`src/rtl/async_dualport_ram.sv`:
```
// -----------------------------------------------------------------------------
// async_dualport_ram
//
// Purpose:
//   Simple dual-port RAM with one write port and one independent read port on
//   a single clock. Reads are registered (1-cycle latency). When a read and a
//   write hit the same address on the same edge, the read returns the new
//   write data (write-first).
//
// Ports:
//   clk       in   1           rising-edge clock for both ports
//   rst       in   1           asynchronous, active-low reset; clears memory,
//                              data_out and rd_valid
//   data_in   in   DATA_WIDTH  write data
//   wr_en     in   1           write enable
//   rd_en     in   1           read enable
//   wr_addr   in   ADDR_WIDTH  write address
//   rd_addr   in   ADDR_WIDTH  read address
//   data_out  out  DATA_WIDTH  registered read data (held when no read)
//   rd_valid  out  1           high for the cycle after each sampled rd_en
//
// Read handshake: there is no back-pressure. A read is accepted on every
// rising edge where rd_en=1. After that edge, data_out carries the word and
// rd_valid=1 for exactly that cycle. Back-to-back reads keep rd_valid high.
// On an edge with rd_en=0, rd_valid drops and data_out keeps its last value.
// -----------------------------------------------------------------------------
module async_dualport_ram #(
    parameter int DATA_WIDTH = 16,
    parameter int ADDR_WIDTH = 3,
    parameter int DEPTH      = 2 ** ADDR_WIDTH
) (
    input  logic                  clk,
    input  logic                  rst,
    input  logic [DATA_WIDTH-1:0] data_in,
    input  logic                  wr_en,
    input  logic                  rd_en,
    input  logic [ADDR_WIDTH-1:0] wr_addr,
    input  logic [ADDR_WIDTH-1:0] rd_addr,
    output logic [DATA_WIDTH-1:0] data_out,
    output logic                  rd_valid
);

    logic [DATA_WIDTH-1:0] r_mem [DEPTH];
    logic [DATA_WIDTH-1:0] r_data_out;
    logic                  r_rd_valid;

    logic                  w_bypass;
    logic [DATA_WIDTH-1:0] w_rd_word;

    // A same-address write on this edge has not reached r_mem yet, so the
    // read is served straight from data_in to give write-first behaviour.
    assign w_bypass  = wr_en && (wr_addr == rd_addr);
    assign w_rd_word = w_bypass ? data_in : r_mem[rd_addr];

    // Memory array. Reset clears every word so that unwritten locations read 0.
    always_ff @(posedge clk or negedge rst) begin
        if (!rst) begin
            for (int i = 0; i < DEPTH; i++) begin
                r_mem[i] <= '0;
            end
        end else if (wr_en) begin
            r_mem[wr_addr] <= data_in;
        end
    end

    // Registered read port.
    always_ff @(posedge clk or negedge rst) begin
        if (!rst) begin
            r_data_out <= '0;
            r_rd_valid <= 1'b0;
        end else begin
            r_rd_valid <= rd_en;
            if (rd_en) begin
                r_data_out <= w_rd_word;
            end
        end
    end

    assign data_out = r_data_out;
    assign rd_valid = r_rd_valid;

endmodule

```
`config.mk`:
```
export PLATFORM = sky130hd
export DESIGN_NAME = async_dualport_ram
export DESIGN_NICKNAME = d
export VERILOG_FILES = /design/src/rtl/async_dualport_ram.sv
export SDC_FILE = /design/constraint.sdc
export NUM_CORES = 1
export LEC_CHECK = 0
export ABC_AREA = 1
export CAP_MARGIN = 20
export CORE_ASPECT_RATIO = 0.75
export CORE_MARGIN = 2
export CORE_UTILIZATION = 40
export DETAILED_ROUTE_END_ITERATION = 8
export PLACE_DENSITY = 0.64
export SLEW_MARGIN = 10
export SYNTH_ARGS = -nofsm -noshare
export SYNTH_HDL_FRONTEND = slang
export SYNTH_SLANG_ARGS = --single-unit
```
`constraint.sdc`:
```
create_clock -name clk -period 1.7 [get_ports clk]
set_input_delay 0.255 -clock clk [delete_from_list [all_inputs] [get_ports clk]]
set_output_delay 0.255 -clock clk [all_outputs]
set_load 0.01 [all_outputs]
```
# --- Yosys cells after proc, flatten, opt, wreduce, memory -nomap -nowiden ---
# Cells that the tools add are included.
word_totals:
  ff_bits: 145
  elab_cells: 25
  output_inout_bits: 17
  in_bits: 26
op_classes:
  n_bitwise: 2
  muxes: 7
  order_cmp: 3
  eq_ne: 1
  reduce_logical: 2
op_table:
  columns: ["operator", "count"]
  rows:
  - ["bitwise mux 128 bit", 1]
  - ["2-to-1 mux 16 bit", 4]
  - ["binary-select mux 16 bit (select 3 bit)", 1]
  - ["demux 16 bit (select 3 bit)", 1]
  - ["greater-or-equal comparator 4 bit, second input constant", 2]
  - ["inverter 3 -> 4 bit", 2]
  - ["< comparator 4 x 1 -> 1 bit, second input constant", 1]
  - ["equality test 3 bit", 1]
  - ["logical AND 1 bit", 2]

# --- Logic depth before layout (Yosys ltp) ---
# Gate-level depths: netlist (run 1).
depth:
  depth_word: 6
  mapped_depth: 10
  ltp_nobuf: 8

# --- Worst setup path after synthesis (run 1) ---
# OpenSTA, ideal clock, no wires.
synth_path:
  path_kind: "input -> register"
  start: "in rd_addr[1]"
  end: "reg r_data_out[11], in the netlist data_out[11]"
  path_buffers: 2
  slack_ns: 0.473
  stages: 8
  arrival_ns: 1.109
  cell_sequence: "buf_4 nand2_1 nand2_1 nor2_4 buf_2 nand3_1 nand2_1 o21ai_2"
synth_via:
  elab_chain_len: 5
  elab_cells_between_ends: 7
  cone_classes: "eq/ne (1); mux (4); bitwise (1); reduce/logical (1)"
synth_rtl:
  columns: ["item", "line", "source"]
  rows:
  - ["start: declaration", "38", "input logic [ADDR_WIDTH-1:0] rd_addr,"]
  - ["inverter 3 -> 4 bit (not written as such)", "53", "assign w_rd_word = w_bypass ? data_in : r_mem[rd_addr];"]
  - ["binary-select mux 16 bit (select 3 bit)", "53", null]
  - ["2-to-1 mux 16 bit (not written as such) (2 in series)", "53", null]
  - ["2-to-1 mux 16 bit *", "53", null]
  - ["end signal: assignment", "74", "r_data_out <= w_rd_word;"]
  - ["end: declaration", "44", "logic [DATA_WIDTH-1:0] r_data_out;"]
# Mark *: on every way between the ends. The rest lies on a longest branch, timed or not. The select of a mux whose other input is x is not followed.
# A chain may end at the register's enable or synchronous reset.

# --- Worst setup path after layout (run 1) ---
layout_path:
  start: "reg r_data_out[3], in the netlist data_out[3]"
  end: "out data_out[3]"
layout_lines:
  columns: ["item", "line", "source"]
  rows:
  - ["end: declaration", "39", "output logic [DATA_WIDTH-1:0] data_out,"]
# No word-level cell between the ends.

==> run_results.csv, run 1 <==
group,metric,value,unit
floorplan,fp.dieArea,17900,um^2
logic_synthesis,synth.distinct_cells,16,
detailed_routing,drtAntennaViolNets,0,
final_layout,fill_cells,1565,
worst_setup_path,worst-setup-path-type,"reg -> out",
worst_setup_path,slowest_delay,570,ps
floorplan,start_util,41.4,%
worst_setup_path,worstPathCellList,"clkdlybuf4s50_1",
logic_synthesis,yosysWarningCount,0,
sta,clock_skew,7.86,ps
logic_synthesis,syn_area_per_cell,7.87,um^2
flow_run,maxCapViolCount,0,
grt,grt_pass1_wl,31200,um
detailed_routing,wl_per_cell,16.8,um
grt,grt-ovfl-total,0,
floorplan,die_width,154,um
power_and_ir_drop,ir_drop,0.497,mV
clock_tree,clock-sinks,145,
clock_tree,clkSlewWorstSetupHoldPaths,60,ps
logic_synthesis,syn_nets,879,
power_and_ir_drop,comb_power_share,16.7,%
clock_tree,htreeDepth,4,
sta,slew_viol_final,0,
clock_tree,cts_buffer_depth,2,
worst_setup_path,path_buf_inv,1,
final_layout,drive_gt1_share,10.9,%
placement,io_buffers,42,
sta,fmax,0.611,GHz
power_and_ir_drop,sw_frac_of_total,27.3,%
sta,setup_tns,0,ps
worst_setup_path,crit_path_top_delay_cell,"clkdlybuf4s50_1",
sta,hold_viol,0,
placement,hpwl,12500,um
clock_tree,clk_latency,430,ps
detailed_routing,drt_iter0_drc,474,
logic_synthesis,syn_inst,853,
logic_synthesis,yosysSeqAreaShare,54.0,%
power_and_ir_drop,pwr_density_cell,1210,nW/um^2
floorplan,core-area,16200,um^2
grt,grt_max_degree,44,
worst_setup_path,worstPathRequired,1440,ps
worst_setup_path,worst_setup_path_start_kind,"register",
grt,antenna_found_initial,0,
hold_path,hp-class,"in -> async",
power_and_ir_drop,pwr-share-clk,39.1,%
clock_tree,postCtsSetupRepairBufs,0,
status,status,"complete, no violations",
worst_setup_path,crit_path_end_kind,"output pin",
worst_setup_path,worstPathArrival,1380,ps
detailed_routing,drt_drc_violations_left,0,
sta,finalCritPeriodShare,96.3,%
sta,period_minus_slack,1640,ps
logic_synthesis,synth.ff_latch_count,145,
sta,tightestPinTransition,455,ps
placement,place.gp.congestion,0.843,
power_and_ir_drop,netSwitchingPower,2.74,mW
clock_tree,cts_root_buffer,"clkbuf_16",
sta,finalSetupViolCount,0,
detailed_routing,viasPerCell,5.12,
grt,grt_usage,22.9,%
final_layout,antenna_cells,0,
detailed_routing,vias,5799,
power_and_ir_drop,p_seq_share,44.2,%
detailed_routing,wl,19100,um
sta,rsz0062_at_grt,"false",
final_layout,nNetsFinal,936,
grt,first_global_vias,5541,
power_and_ir_drop,p_leak,4.05,nW
clock_tree,numCtsBuffers,17,
floorplan,die_h,116,um
placement,placed_cells,1100,
worst_setup_path,worst-path-max-fanout,2,
floorplan,rows,40,
power_and_ir_drop,internal-power,7.31,mW
final_layout,instances_no_fill,1133,
detailed_routing,drtPass1Iterations,5,
logic_synthesis,netlist_area,6720,um^2
final_layout,area_delta_synth_final,23.2,%
sta,relSlewSlack,69.7,%
floorplan,ios,43,
worst_setup_path,critPathTopFamily,"buffers and inverters",
clock_tree,cts_tree,"yes",
final_layout,fin_util,51.0,%
## metrics by stage
step	area (um^2)	power [mW]	worst slack (ps)	hold WS, ps
after floorplan	6720	5.46	473	-40.6
after global placement	7640	6.11	-53.4	221
after detailed placement	7640	6.16	-70.7	213
after CTS	8270	10.1	26.5	342
after global routing	8280	10.6	26.5	364
final	8280	10.1	63.6	338
## final timing paths
check                       startpoint           end  slack [ps]  cells after the start
max                        data_out[3]   data_out[3]          60                      1
min                                rst    r_mem[104]         340                      2
max reg2reg                  r_mem[13]  data_out[13]         650                      6
min reg2reg                 r_mem[119]    r_mem[119]         480                      2
max in group asynchronous          rst   data_out[1]         740                      3
min in group clk                 rd_en      rd_valid         430                      1
## registers in the layout (all words and copies together), names as in the netlist
register / cells
r_mem: 128
data_out: 16
rd_valid: 1
## synthesized netlist by cell type
cell / instances / area [um^2]
nand3_1: 113 / 566
a21oi_1: 16 / 80.1
buf_2: 18 / 90.1
o21ai_2: 10 / 87.6
buf_4: 3 / 22.5
o21ai_0: 118 / 591
nor3_2: 1 / 10.0
inv_2: 4 / 15.0
nand2_1: 307 / 1150
nor2_4: 2 / 22.5
clkbuf_1: 32 / 120
inv_1: 49 / 184
nor2_1: 33 / 124
dfrtp_1: 145 / 3630
buf_6: 1 / 11.3
nand2_4: 1 / 11.3
## per-layer routing
metal  global-route usage [%]  vias to the layer above  routed length [um]
li1                         -                     2853                   -
met1                     34.4                     2750                9550
met2                     32.1                      175                7880
met3                     6.46                       21                1380
met4                     6.97                        0                 242
met5                        0                        -                   0
## cell usage in the layout (no fill, tap or decap), drive strengths merged, types with 16 or more instances in the layout
cell / count
o21ai: 128
clkbuf: 23
dfrtp: 145
nor2: 35
inv: 53
nand3: 113
a21oi: 16
clkdlybuf4s50: 39
nand2: 308
buf: 51
## cells by family after synthesis
kind of cell           after synthesis  share of synthesized area [%]
DFF                                145                           54.0
and+or+nand+nor                    457                           28.1
AOI/OAI and AO/OA                  144                           11.3
buffers and inverters              107                           6.60
## final cells by class
| class | count | area (um^2) | share of cell area [%] |
|---|---|---|---|
| flip-flops and latches | 145 | 3630 | 43.8 |
| multi-input cells | 601 | 2650 | 32.0 |
| repair buffers | 92 | 910 | 11.0 |
| clock buffers | 23 | 498 | 6.02 |
| well taps | 210 | 263 | 3.18 |
| inverters | 53 | 199 | 2.40 |
| clock inverters | 9 | 128 | 1.54 |
## power by group through the flow
stage          registers, mW  logic [mW]  clock network [mW]
2_1_floorplan           4.43        1.03                   0
3_3_place_gp            4.48        1.63                   0
3_5_place_dp            4.49        1.67                   0
4_1_cts                 4.44        1.68                3.99
5_1_grt                 4.52        1.93                4.16
6_report                4.44        1.67                3.93
## repair_timing
action,CTS,global route
hold buffers,1,0
hold endpoints to repair,38,0
resized for setup,0,1
endpoints found under the setup margin,0,1
Power figures use the tool's default switching activity.
==> run 2: changes to the inputs <==
--- a/config.mk
+++ b/config.mk
@@ -6,12 +6,13 @@
 export NUM_CORES = 1
 export LEC_CHECK = 0
 export ABC_AREA = 1
-export CAP_MARGIN = 20
+export CAP_MARGIN = 5
 export CORE_ASPECT_RATIO = 0.75
 export CORE_MARGIN = 2
 export CORE_UTILIZATION = 40
 export DETAILED_ROUTE_END_ITERATION = 8
 export PLACE_DENSITY = 0.64
+export SETUP_SLACK_MARGIN = 0.1
 export SLEW_MARGIN = 10
 export SYNTH_ARGS = -nofsm -noshare
 export SYNTH_HDL_FRONTEND = slang
==> run_results.csv, run 2 (same netlist as run 1, synthesis figures left out) <==
group,metric,value,unit
status,status,"complete, no violations",
sta,holdWs,338,ps
flow_run,maxCapViolCount,0,
final_layout,antenna_cells,0,
grt,antenna_found_initial,0,
power_and_ir_drop,p_leak,4.08,nW
clock_tree,clk_latency,430,ps
sta,finalCritPeriodShare,91.6,%
grt,grt_usage,22.9,%
grt,first_global_vias,5544,
final_layout,area_delta_synth_final,23.0,%
sta,period_minus_slack,1560,ps
worst_setup_path,crit_path_end_kind,"output pin",
clock_tree,cts_root_buffer,"clkbuf_16",
clock_tree,clkSlewWorstSetupHoldPaths,60,ps
grt,grt_pass1_wl,31200,um
power_and_ir_drop,p_seq_share,44.4,%
sta,clock_skew,7.20,ps
grt,grt_max_degree,44,
detailed_routing,drt_drc_violations_left,0,
final_layout,mostFrequentLayoutCells,"307 x nand2_1, 145 x dfrtp_1, 118 x o21ai_0",
floorplan,die_width,154,um
placement,place.gp.congestion,0.843,
power_and_ir_drop,sw_frac_of_total,27.4,%
final_layout,final_common_cell,"nand2_1",
worst_setup_path,path_buf_inv,1,
detailed_routing,vias,5826,
power_and_ir_drop,finalPower,10.0,mW
worst_setup_path,r2r-start,"r_mem[13]",
detailed_routing,drt_iter0_drc,489,
final_layout,fill_cells,1567,
floorplan,start_util,41.4,%
power_and_ir_drop,pwr-share-clk,39.3,%
floorplan,core-area,16200,um^2
worst_setup_path,crit_path_start,"data_out[4]",
sta,hold_viol,0,
hold_path,hp-class,"in -> async",
sta,setup_tns,0,ps
final_layout,largest_register_ffs,128,
detailed_routing,drtPass1Iterations,5,
worst_setup_path,worstPathCellList,"clkdlybuf4s50_1",
sta,fmax,0.642,GHz
final_layout,nNetsFinal,936,
worst_setup_path,worstSetupEndpoint,"data_out[4]",
floorplan,rows,40,
sta,finalSetupViolCount,0,
sta,rsz0062_at_grt,"false",
worst_setup_path,worst-setup-path-type,"reg -> out",
final_layout,top_register,"r_mem",
worst_setup_path,worst-path-max-fanout,2,
worst_setup_path,reg2reg_depth,6,
power_and_ir_drop,pwr_density_cell,1210,nW/um^2
placement,placed_area,7640,um^2
placement,io_buffers,42,
floorplan,fp.dieArea,17900,um^2
worst_setup_path,cp.depth,1,
clock_tree,cts_buffer_depth,2,
clock_tree,clock-sinks,145,
placement,hpwl,12500,um
worst_setup_path,reg2reg_slack,650,ps
power_and_ir_drop,internal-power,7.27,mW
detailed_routing,drtAntennaViolNets,0,
final_layout,drive_gt1_share,10.9,%
power_and_ir_drop,ir_drop,0.499,mV
worst_setup_path,reg2reg_to,"data_out[13]",
sta,slew_viol_final,0,
worst_setup_path,worstPathArrival,1300,ps
detailed_routing,wl,19000,um
worst_setup_path,slowest_delay,540,ps
clock_tree,postCtsSetupRepairBufs,0,
worst_setup_path,critPathTopFamily,"buffers and inverters",
worst_setup_path,worst_setup_path_start_kind,"register",
power_and_ir_drop,netSwitchingPower,2.74,mW
worst_setup_path,crit_path_top_delay_cell,"clkdlybuf4s50_1",
detailed_routing,wl_per_cell,16.8,um
grt,grt-ovfl-total,0,
clock_tree,htreeDepth,4,
floorplan,ios,43,
final_layout,finalInstanceArea,8260,um^2
sta,relSlewSlack,69.8,%
clock_tree,numCtsBuffers,17,
sta,tightestPinTransition,453,ps
floorplan,die_h,116,um
clock_tree,cts_tree,"yes",
detailed_routing,viasPerCell,5.14,
worst_setup_path,worstPathRequired,1440,ps
power_and_ir_drop,comb_power_share,16.3,%
-- run 2: cell types whose count changed in the layout (fill, tap and decap cells not counted) --
cell,change
clkdlybuf4s50_1,-14
dlygate4sd2_1,+14
-- run 2: area by class of cell --
type                            instances  area [um^2]  area share, %
Multi-Input combinational cell        601         2650           32.1
Timing Repair Buffer                   92          892           10.8
Clock inverter                          9          128           1.55
Tap cell                              210          263           3.18
Sequential cell                       145         3630           43.9
Clock buffer                           23          498           6.03
Inverter                               53          199           2.41
-- run 2: per-stage QoR --
stage | cells | worst slack [ps] | util [%]
2_1_floorplan | 853 | 473 | -
3_3_place_gp | 1100 | -53.4 | 47.1
3_5_place_dp | 1100 | -70.7 | 47.1
4_1_cts | 1133 | 116 | 50.9
5_1_grt | 1133 | 101 | 50.9
6_report | 1133 | 143 | 50.9
-- run 2: worst min-delay path by stage --
stage / from / endpoint / slack [ps] / cells past startpoint
6_report: rst / r_mem[120] / 340 / 2
5_1_grt: rst / r_mem[103] / 360 / 2
4_1_cts: rst / r_mem[7] / 340 / 2
3_5_place_dp: rst / r_mem[103] / 210 / 1
3_3_place_gp: rst / r_mem[103] / 220 / 1
2_1_floorplan: rst / data_out[0] / -40 / 0
-- run 2: routing by layer --
layer | track usage (%) | share of wire [%] | routed length [um]
met5 | 0 | 0 | 0
met4 | 6.97 | 1.3 | 247
met3 | 6.49 | 6.8 | 1300
met2 | 32.1 | 41 | 7870
met1 | 34.4 | 51 | 9620
-- run 2: timing repair --
item,4_1_cts,5_1_grt
hold buffers,1,0
hold endpoints to repair,38,0
gates resized for setup,14,1
gates cloned,0,0
endpoints found under the setup margin,14,1
-- run 2: power groups by stage --
stage	Sequential (mW)	Combinational (mW)	Clock (mW)
after detailed placement	4.49	1.67	0
final	4.44	1.64	3.93
after global routing	4.52	1.90	4.16
after CTS	4.43	1.65	3.99
after floorplan	4.43	1.03	0
after global placement	4.48	1.63	0
